[config.mk]
export PLATFORM = sky130hd
export DESIGN_NAME = vga_timing_flat
export DESIGN_NICKNAME = d
export VERILOG_FILES = /design/src/rtl/vga_pkg.sv /design/src/rtl/vga_if.sv /design/src/rtl/vga_timing.sv /design/src/flat_wrapper.sv
export SDC_FILE = /design/constraint.sdc
export NUM_CORES = 1
export LEC_CHECK = 0
export BUFFER_PORTS_ARGS = -buffer_cell sky130_fd_sc_hd__buf_4
export CORE_MARGIN = 5
export CORE_UTILIZATION = 55
export DETAILED_ROUTE_END_ITERATION = 8
export PLACE_DENSITY = 0.81
export SYNTH_ARGS = -nofsm -noshare
export SYNTH_HDL_FRONTEND = slang
export SYNTH_SLANG_ARGS = --single-unit
[constraint.sdc]
create_clock -name clk -period 4.8 [get_ports clk]
set_input_delay 0 -clock clk [delete_from_list [all_inputs] [get_ports clk]]
set_output_delay 0 -clock clk [all_outputs]
set_load 0.05 [all_outputs]
[src/rtl/vga_pkg.sv]
// ============================================================================
// Module   : vga_pkg
// Brief    : Timing constants and helpers for the 1024x768 @ 60 Hz VGA path.
// Revision : 1.0 - initial release
// ============================================================================
`timescale 1ns/1ps
`default_nettype none

package vga_pkg;

    localparam int CNT_W = 11;
    localparam int RGB_W = 12;

    localparam logic [CNT_W-1:0] HOR_PIXELS      = 11'd1024;
    localparam logic [CNT_W-1:0] HOR_TOTAL_TIME  = 11'd1344;
    localparam logic [CNT_W-1:0] HOR_BLANK_START = 11'd1024;
    localparam logic [CNT_W-1:0] HOR_SYNC_START  = 11'd1048;
    localparam logic [CNT_W-1:0] HOR_SYNC_STOP   = 11'd1184;

    localparam logic [CNT_W-1:0] VER_PIXELS      = 11'd768;
    localparam logic [CNT_W-1:0] VER_TOTAL_TIME  = 11'd806;
    localparam logic [CNT_W-1:0] VER_BLANK_START = 11'd768;
    localparam logic [CNT_W-1:0] VER_SYNC_START  = 11'd771;
    localparam logic [CNT_W-1:0] VER_SYNC_STOP   = 11'd777;

    // Half-open window test: lo <= val < hi.
    function automatic logic in_window(
        input logic [CNT_W-1:0] val,
        input logic [CNT_W-1:0] lo,
        input logic [CNT_W-1:0] hi
    );
        return (val >= lo) && (val < hi);
    endfunction

endpackage

`default_nettype wire

[src/rtl/vga_if.sv]
// ============================================================================
// Module   : vga_if
// Brief    : Timing/pixel bundle passed between display pipeline stages.
// Revision : 1.0 - initial release
// ============================================================================
`timescale 1ns/1ps
`default_nettype none

interface vga_if;
    import vga_pkg::*;

    logic [CNT_W-1:0] hcount;
    logic [CNT_W-1:0] vcount;
    logic             hsync;
    logic             vsync;
    logic             hblnk;
    logic             vblnk;
    logic [RGB_W-1:0] rgb;

    modport out (
        output hcount, vcount, hsync, vsync, hblnk, vblnk, rgb
    );

    modport in (
        input hcount, vcount, hsync, vsync, hblnk, vblnk, rgb
    );
endinterface

`default_nettype wire

[src/rtl/vga_timing.sv]
// ============================================================================
// Module   : vga_timing
// Brief    : Free-running 1024x768 @ 60 Hz timing generator (65 MHz pixel clk).
// Revision : 1.0 - initial release
// ============================================================================
`timescale 1ns/1ps
`default_nettype none

module vga_timing
    import vga_pkg::*;
(
    input  logic  clk,
    input  logic  rst,
    vga_if.out    out
);

    logic [CNT_W-1:0] hcount_q, hcount_d;
    logic [CNT_W-1:0] vcount_q, vcount_d;
    logic             hsync_q,  hsync_d;
    logic             vsync_q,  vsync_d;
    logic             hblnk_q,  hblnk_d;
    logic             vblnk_q,  vblnk_d;

    // Flags derive from the next counts so they line up with the counts
    // presented in the same cycle. The >= wrap keeps counts in range even
    // if a register were ever disturbed.
    always_comb begin
        hcount_d = hcount_q + 11'd1;
        vcount_d = vcount_q;
        if (hcount_q >= HOR_TOTAL_TIME - 11'd1) begin
            hcount_d = '0;
            if (vcount_q >= VER_TOTAL_TIME - 11'd1) begin
                vcount_d = '0;
            end else begin
                vcount_d = vcount_q + 11'd1;
            end
        end
        hsync_d = in_window(hcount_d, HOR_SYNC_START, HOR_SYNC_STOP);
        vsync_d = in_window(vcount_d, VER_SYNC_START, VER_SYNC_STOP);
        hblnk_d = (hcount_d >= HOR_BLANK_START);
        vblnk_d = (vcount_d >= VER_BLANK_START);
    end

    always_ff @(posedge clk or posedge rst) begin
        if (rst) begin
            hcount_q <= '0;
            vcount_q <= '0;
            hsync_q  <= 1'b0;
            vsync_q  <= 1'b0;
            hblnk_q  <= 1'b0;
            vblnk_q  <= 1'b0;
        end else begin
            hcount_q <= hcount_d;
            vcount_q <= vcount_d;
            hsync_q  <= hsync_d;
            vsync_q  <= vsync_d;
            hblnk_q  <= hblnk_d;
            vblnk_q  <= vblnk_d;
        end
    end

    assign out.hcount = hcount_q;
    assign out.vcount = vcount_q;
    assign out.hsync  = hsync_q;
    assign out.vsync  = vsync_q;
    assign out.hblnk  = hblnk_q;
    assign out.vblnk  = vblnk_q;
    assign out.rgb    = '0;

endmodule

`default_nettype wire

[src/flat_wrapper.sv]
// flat-port wrapper written by rule: the top's interface ports become plain ports
module vga_timing_flat import vga_pkg::*;
  (clk, rst, out_hcount, out_vcount, out_hsync, out_vsync, out_hblnk, out_vblnk, out_rgb);
  vga_if out_i ();
  input  logic clk;
  input  logic rst;
  output wire logic [$bits(out_i.hcount)-1:0] out_hcount;
  output wire logic [$bits(out_i.vcount)-1:0] out_vcount;
  output wire logic [$bits(out_i.hsync)-1:0] out_hsync;
  output wire logic [$bits(out_i.vsync)-1:0] out_vsync;
  output wire logic [$bits(out_i.hblnk)-1:0] out_hblnk;
  output wire logic [$bits(out_i.vblnk)-1:0] out_vblnk;
  output wire logic [$bits(out_i.rgb)-1:0] out_rgb;
  assign out_hcount = out_i.hcount;
  assign out_vcount = out_i.vcount;
  assign out_hsync = out_i.hsync;
  assign out_vsync = out_i.vsync;
  assign out_hblnk = out_i.hblnk;
  assign out_vblnk = out_i.vblnk;
  assign out_rgb = out_i.rgb;
  vga_timing u_core (.clk(clk), .rst(rst), .out(out_i));
endmodule
After elaboration in Yosys (flattened, before gate mapping):

Index checks and enable logic that the tools add are counted.

* $add $sub $neg: 2
* multiplexer cells: 3
* $lt $le $gt $ge: 8
* reduce and logical (&&, ||, !) cells: 2

Operator list (count)
* $ge A11 B10 Y1 const B: 3
* $ge A11 B11 Y1 const B: 3
* $mux W11: 3
* $add A11 B1 Y11 const B: 2
* $lt A11 B10 Y1 const B: 1
* $lt A11 B11 Y1 const B: 1
* $logic_and A1 B1 Y1: 2

* register bits after elaboration: 26
* bits of input ports: 2
* logic and storage cells: 21
* output and inout port bits: 38

Depth between registers and ports, before layout:

* depth in word-level cells: 5
* depth in mapped cells: 10
* gate-level depth less buffers: 9

Worst setup path after synthesis:

Ideal clock, no wire load.

* kind: register to register
* start: register u_core.hcount_q[0], in the netlist u_core.out.hcount[0]
* end: register u_core.hsync_q, in the netlist u_core.out.hsync
* arrival time: 2.464 ns
* buffers on the path: 1
* clock period less this slack: 2.570 ns
* required time: 4.695 ns
* slack: 2.230 ns
* stages on the path, launching flop included: 9
* setup time: 0.105 ns
* cells stage by stage: dfrtp_1 ha_1 a2111oi_2 a221oi_4 buf_4 nor3_1 nor2_1 mux2_2 nor4b_1

* word-level cells in the longest chain between the ends: 4

RTL lines
* from (decl): line vga_timing.sv:17 `logic [CNT_W-1:0] hcount_q, hcount_d;`
* from (signal assigned): line vga_timing.sv:53 `hcount_q <= hcount_d;`
* $add A11 B1 Y11 or $ge A11 B11 Y1 (tied branches): line vga_timing.sv:28, vga_timing.sv:30
* $mux W11 (*): line vga_timing.sv:30 `if (hcount_q >= HOR_TOTAL_TIME - 11'd1) begin`
* $ge A11 B11 Y1 or $lt A11 B11 Y1 (tied branches): line vga_pkg.sv:32 `return (val >= lo) && (val < hi);`
* $logic_and A1 B1 Y1 (*): line vga_pkg.sv:32
* net u_core.hsync_d: line vga_timing.sv:19 `logic hsync_q, hsync_d;`
* to (signal assigned): line vga_timing.sv:55 `hsync_q <= hsync_d;`
* to (decl): line vga_timing.sv:19

Mark *: on every way through the listed nets, which the timed path passes. The rest lies on a longest branch.

Worst setup path in the final report:

* start: register u_core.hcount_q[0], in the netlist u_core.out.hcount[0]
* end: register u_core.vsync_q, in the netlist u_core.out.vsync

* word-level cells in the longest chain between the ends: 4

RTL lines
* $ge A11 B11 Y1 (*): line vga_timing.sv:30
* $mux W11 (*): line vga_timing.sv:30
* net u_core.vcount_d[6]: line vga_timing.sv:18 `logic [CNT_W-1:0] vcount_q, vcount_d;`
* $ge A11 B10 Y1 or $lt A11 B10 Y1 (tied branches): line vga_pkg.sv:32
* $logic_and A1 B1 Y1 (*): line vga_pkg.sv:32
* net u_core.vsync_d: line vga_timing.sv:20 `logic vsync_q, vsync_d;`
* to (signal assigned): line vga_timing.sv:56 `vsync_q <= vsync_d;`
* to (decl): line vga_timing.sv:20

Marks and branches as above.

==> flow_summary_export.csv <==
group,metric,value,unit
run_status,outcome,"completed",
placed_design,pre_cts_slack,2.08,ns
synth,synth_compound_area_share,18.3,%
synth,synth_mux_area_share,0.737,%
pwr,p_leak,0.848,nW
pwr,p_switching,0.0898,mW
global_route,grt_pass1_wl,5.66,mm
synth,yosys.area_share.simple,20.3,%
synth,seq_area_frac_synth,42.6,%
pwr,clkPwrFrac,37.9,%
global_route,gr-usage-all-layers,17.4,%
placed_design,dp_hpwl,2.36,mm
synth,synth_top_family_by_area,"simple AND/OR/NAND/NOR gates",
floorplanning,die_w,62.7,um
worst_setup_path,start_kind,"flop",
global_route,grt_max_degree,27,
floorplanning,die_h,62.7,um
worst_setup_path,critical_path_class,"reg2reg",
floorplanning,core_area,2710,sq um
floorplanning,io_pins,40,
cts,clock-sinks,26,
floorplanning,fp-row-count,19,
cells_and_area,layout_common_cells,"buf_4, dfrtp_1, nor2_1",
cells_and_area,seqCellArea,651,sq um
routing,vias,1225,
routing,met1Wirelength,1.36,mm
routing,wl_met2,1.63,mm
timing,fin_crit,2.72,ns
timing,fin_worst_skew,0.00878,ns
worst_setup_path,crit_path_cell_trace,"ha_1 -> a2111oi_2 -> a221oi_4 -> o21ai_1 -> a22o_1 -> nor4b_1 -> o211a_1",
timing,finalHoldViolCount,0,
synth,syn_area,1530,sq um
worst_hold_path,holdCritPathClass,"in2async",
cts,numCtsBuffers,3,
worst_setup_path,regToRegSetupSlack,2.08,ns
cells_and_area,final_common_cell,"buf_4",
routing,wire_per_inst,15.7,um
pwr,p_sw_share,22.8,%
worst_setup_path,cp.required,5.08,ns
worst_setup_path,end_kind,"flop",
worst_setup_path,cp.arrival,2.99,ns
flow_run,drv_cap,0,
cts,htreeDepth,1,
routing,drt_iter0_drc,83,
timing,finalSetupViolCount,0,
routing,drc,0,
routing,routed.top_layer,"met4",
floorplanning,start_util,56.4,%
cts,postCtsSetupBuffers,0,
pwr,seqPwrFrac,55.6,%
routing,met3_wirelength,224,um
synth,synth_xor_area_share,5.16,%
timing,rsz0062_at_grt,"false",
synth,avgSynthCellArea,10.1,sq um
cts,cts_tree,"yes",
pwr,intPower,0.305,mW
routing,wl,3.25,mm
synth,ys_types,50,
placed_design,io_buffers,27,
cts,clkLatencyLatePin,0.32,ns
global_route,grt_antenna_before_repair,0,
timing,drv_slew,0,
cts,clk_pin_slew,0.15,ns
synth,ys_warn_count,0,
cells_and_area,fin_util,64.2,%
synth,syn_inst,151,
timing,max_freq,368,MHz
cts,clock-root-buffer,"clkbuf_4",
cells_and_area,syn2layout_area_growth,13.8,%
timing,tns,0,ns
timing,max_slew_margin,30.1,%
cells_and_area,final_nets,182,
routing,first_pass_iters,4,
routing,via_per_inst,5.92,
worst_setup_path,slowest_delay,0.87,ns
pwr,p_per_area,227,nW/um^2
cells_and_area,n_antenna_cell,0,
floorplanning,dieArea,3930,sq um
cells_and_area,layout-drive-gt1-share,23.3,%
worst_setup_path,cp_max_fo,25,
placed_design,routabilityCongestion,0.844,
pwr,ir_worst_vdd,165,uV
pwr,comb_power_share,6.6,%
worst_setup_path,crit_slowest_cell,"a221oi_4",
timing,period_share,56.6,%
timing,worst_pin_slew,1.05,ns
global_route,grt_pass1_vias,1226,
synth,synth-seq-cells,26,
synth,synthAdderAreaFrac,2.46,%
timing,fin_ws,2.08,ns
cells_and_area,multi_input_area,762,sq um
cts,cts_buffer_depth,2,
cells_and_area,nFillCells,222,
routing,antenna_left,0,
global_route,grt_overflow,0,
[metal layers]
layer	up-vias	GRT usage [%]
met4	0	6.63
met3	4	3.78
met2	56	29.3
li1	571	-
met5	-	0
met1	594	21.5
[stage by stage]
step | hold WS, ns | power (mW) | std cells | area [sq um]
3_5_place_dp | 0.291 | 0.249 | 202 | 1680
6_report | 0.456 | 0.394 | 207 | 1740
2_1_floorplan | 0.0400 | 0.254 | 162 | 1570
3_3_place_gp | 0.269 | 0.248 | 202 | 1680
5_1_grt | 0.528 | 0.409 | 207 | 1740
4_1_cts | 0.480 | 0.397 | 207 | 1740
[final cells by class]
type | instances | share of cell area, %
multi-input cells | 112 | 43.8
flip-flops and latches | 26 | 37.4
clock buffers | 3 | 1.29
well taps | 31 | 2.23
clock inverters | 1 | 1.73
repair buffers | 28 | 12.2
inverters | 6 | 1.29
[state kept, by name, summed over array words and instances (netlist names)]
name	cells
u_core.out.hcount	11
u_core.out.vcount	11
u_core.out.hblnk	1
u_core.out.hsync	1
u_core.out.vblnk	1
u_core.out.vsync	1
[worst paths after layout]
path | cells past startpoint | to | start
setup / recovery | 7 | u_core.out.vsync | u_core.out.hcount[0]
hold / removal | 3 | u_core.out.hcount[9] | rst
setup reg to reg | 7 | u_core.out.vsync | u_core.out.hcount[0]
hold reg to reg | 1 | u_core.out.hcount[0] | u_core.out.hcount[0]
max in group asynchronous | 3 | u_core.out.vcount[2] | rst
min in group clk | 1 | u_core.out.hcount[0] | u_core.out.hcount[0]
[worst max-delay path: cells and delay by family, from the launching register on]
family          cells  cell delay, ns
simple gates        1            0.31
compound gates      5            1.66
fa+ha+maj           1            0.27
flops               1            0.43
[logic make-up after synthesis]
group | after synthesis
other | 1
multiplexers | 1
flip-flops | 26
adder cells (fa/ha/maj) | 3
XOR/XNOR | 9
buffers and inverters | 24
AO/OA/AOI/OAI | 33
AND/OR/NAND/NOR | 54
[cells in the mapped netlist, drive strengths merged]
cell	number	area share, %
dfrtp	26	43
buf	17	8.5
nor2	15	4.2
o21ai	9	3.2
nand2	7	1.7
and3	6	2.5
inv	6	1.5
xnor2	6	3.4
nor3	5	1.6
nand3	4	1.6
a21oi	3	0.98
a22o	3	1.7
ha	3	2.5
nand4	3	1.2
nor2b	3	1.2
nor4b	3	2.1
xor2	3	1.7
a2bb2oi	2	1.6
a31oi	2	0.82
nand2b	2	1.3
o32a	2	1.3
or4	2	0.98
a2111oi	1	0.98
a21boi	1	0.49
a221o	1	0.66
a221oi	1	1.7
a22oi	1	0.49
and2	1	0.41
clkbuf	1	0.25
conb	1	0.25
mux2	1	0.74
nand3b	1	0.49
nor3b	1	0.49
o211a	1	0.66
o21bai	1	0.49
o22ai	1	0.41
o311a	1	0.66
o311ai	1	1.1
o31a	1	0.57
o31ai	1	0.49
or3	1	0.41
[power groups by stage]
| stage | Sequential [mW] | Combinational (mW) | Clock [mW] |
|---|---|---|---|
| 2_1_floorplan | 0.223 | 0.0312 | 0 |
| 3_3_place_gp | 0.223 | 0.0252 | 0 |
| 3_5_place_dp | 0.223 | 0.0254 | 0 |
| 4_1_cts | 0.219 | 0.0260 | 0.152 |
| 5_1_grt | 0.219 | 0.0273 | 0.162 |
| 6_report | 0.219 | 0.0260 | 0.149 |
[repair_timing]
item | 4_1_cts | 5_1_grt
setup endpoints to repair | 0 | 0
hold buffers | 1 | 0
endpoints found under the hold margin | 26 | 0
gates resized for setup | 0 | 0
Note: power is estimated with default switching activity, not from simulation.
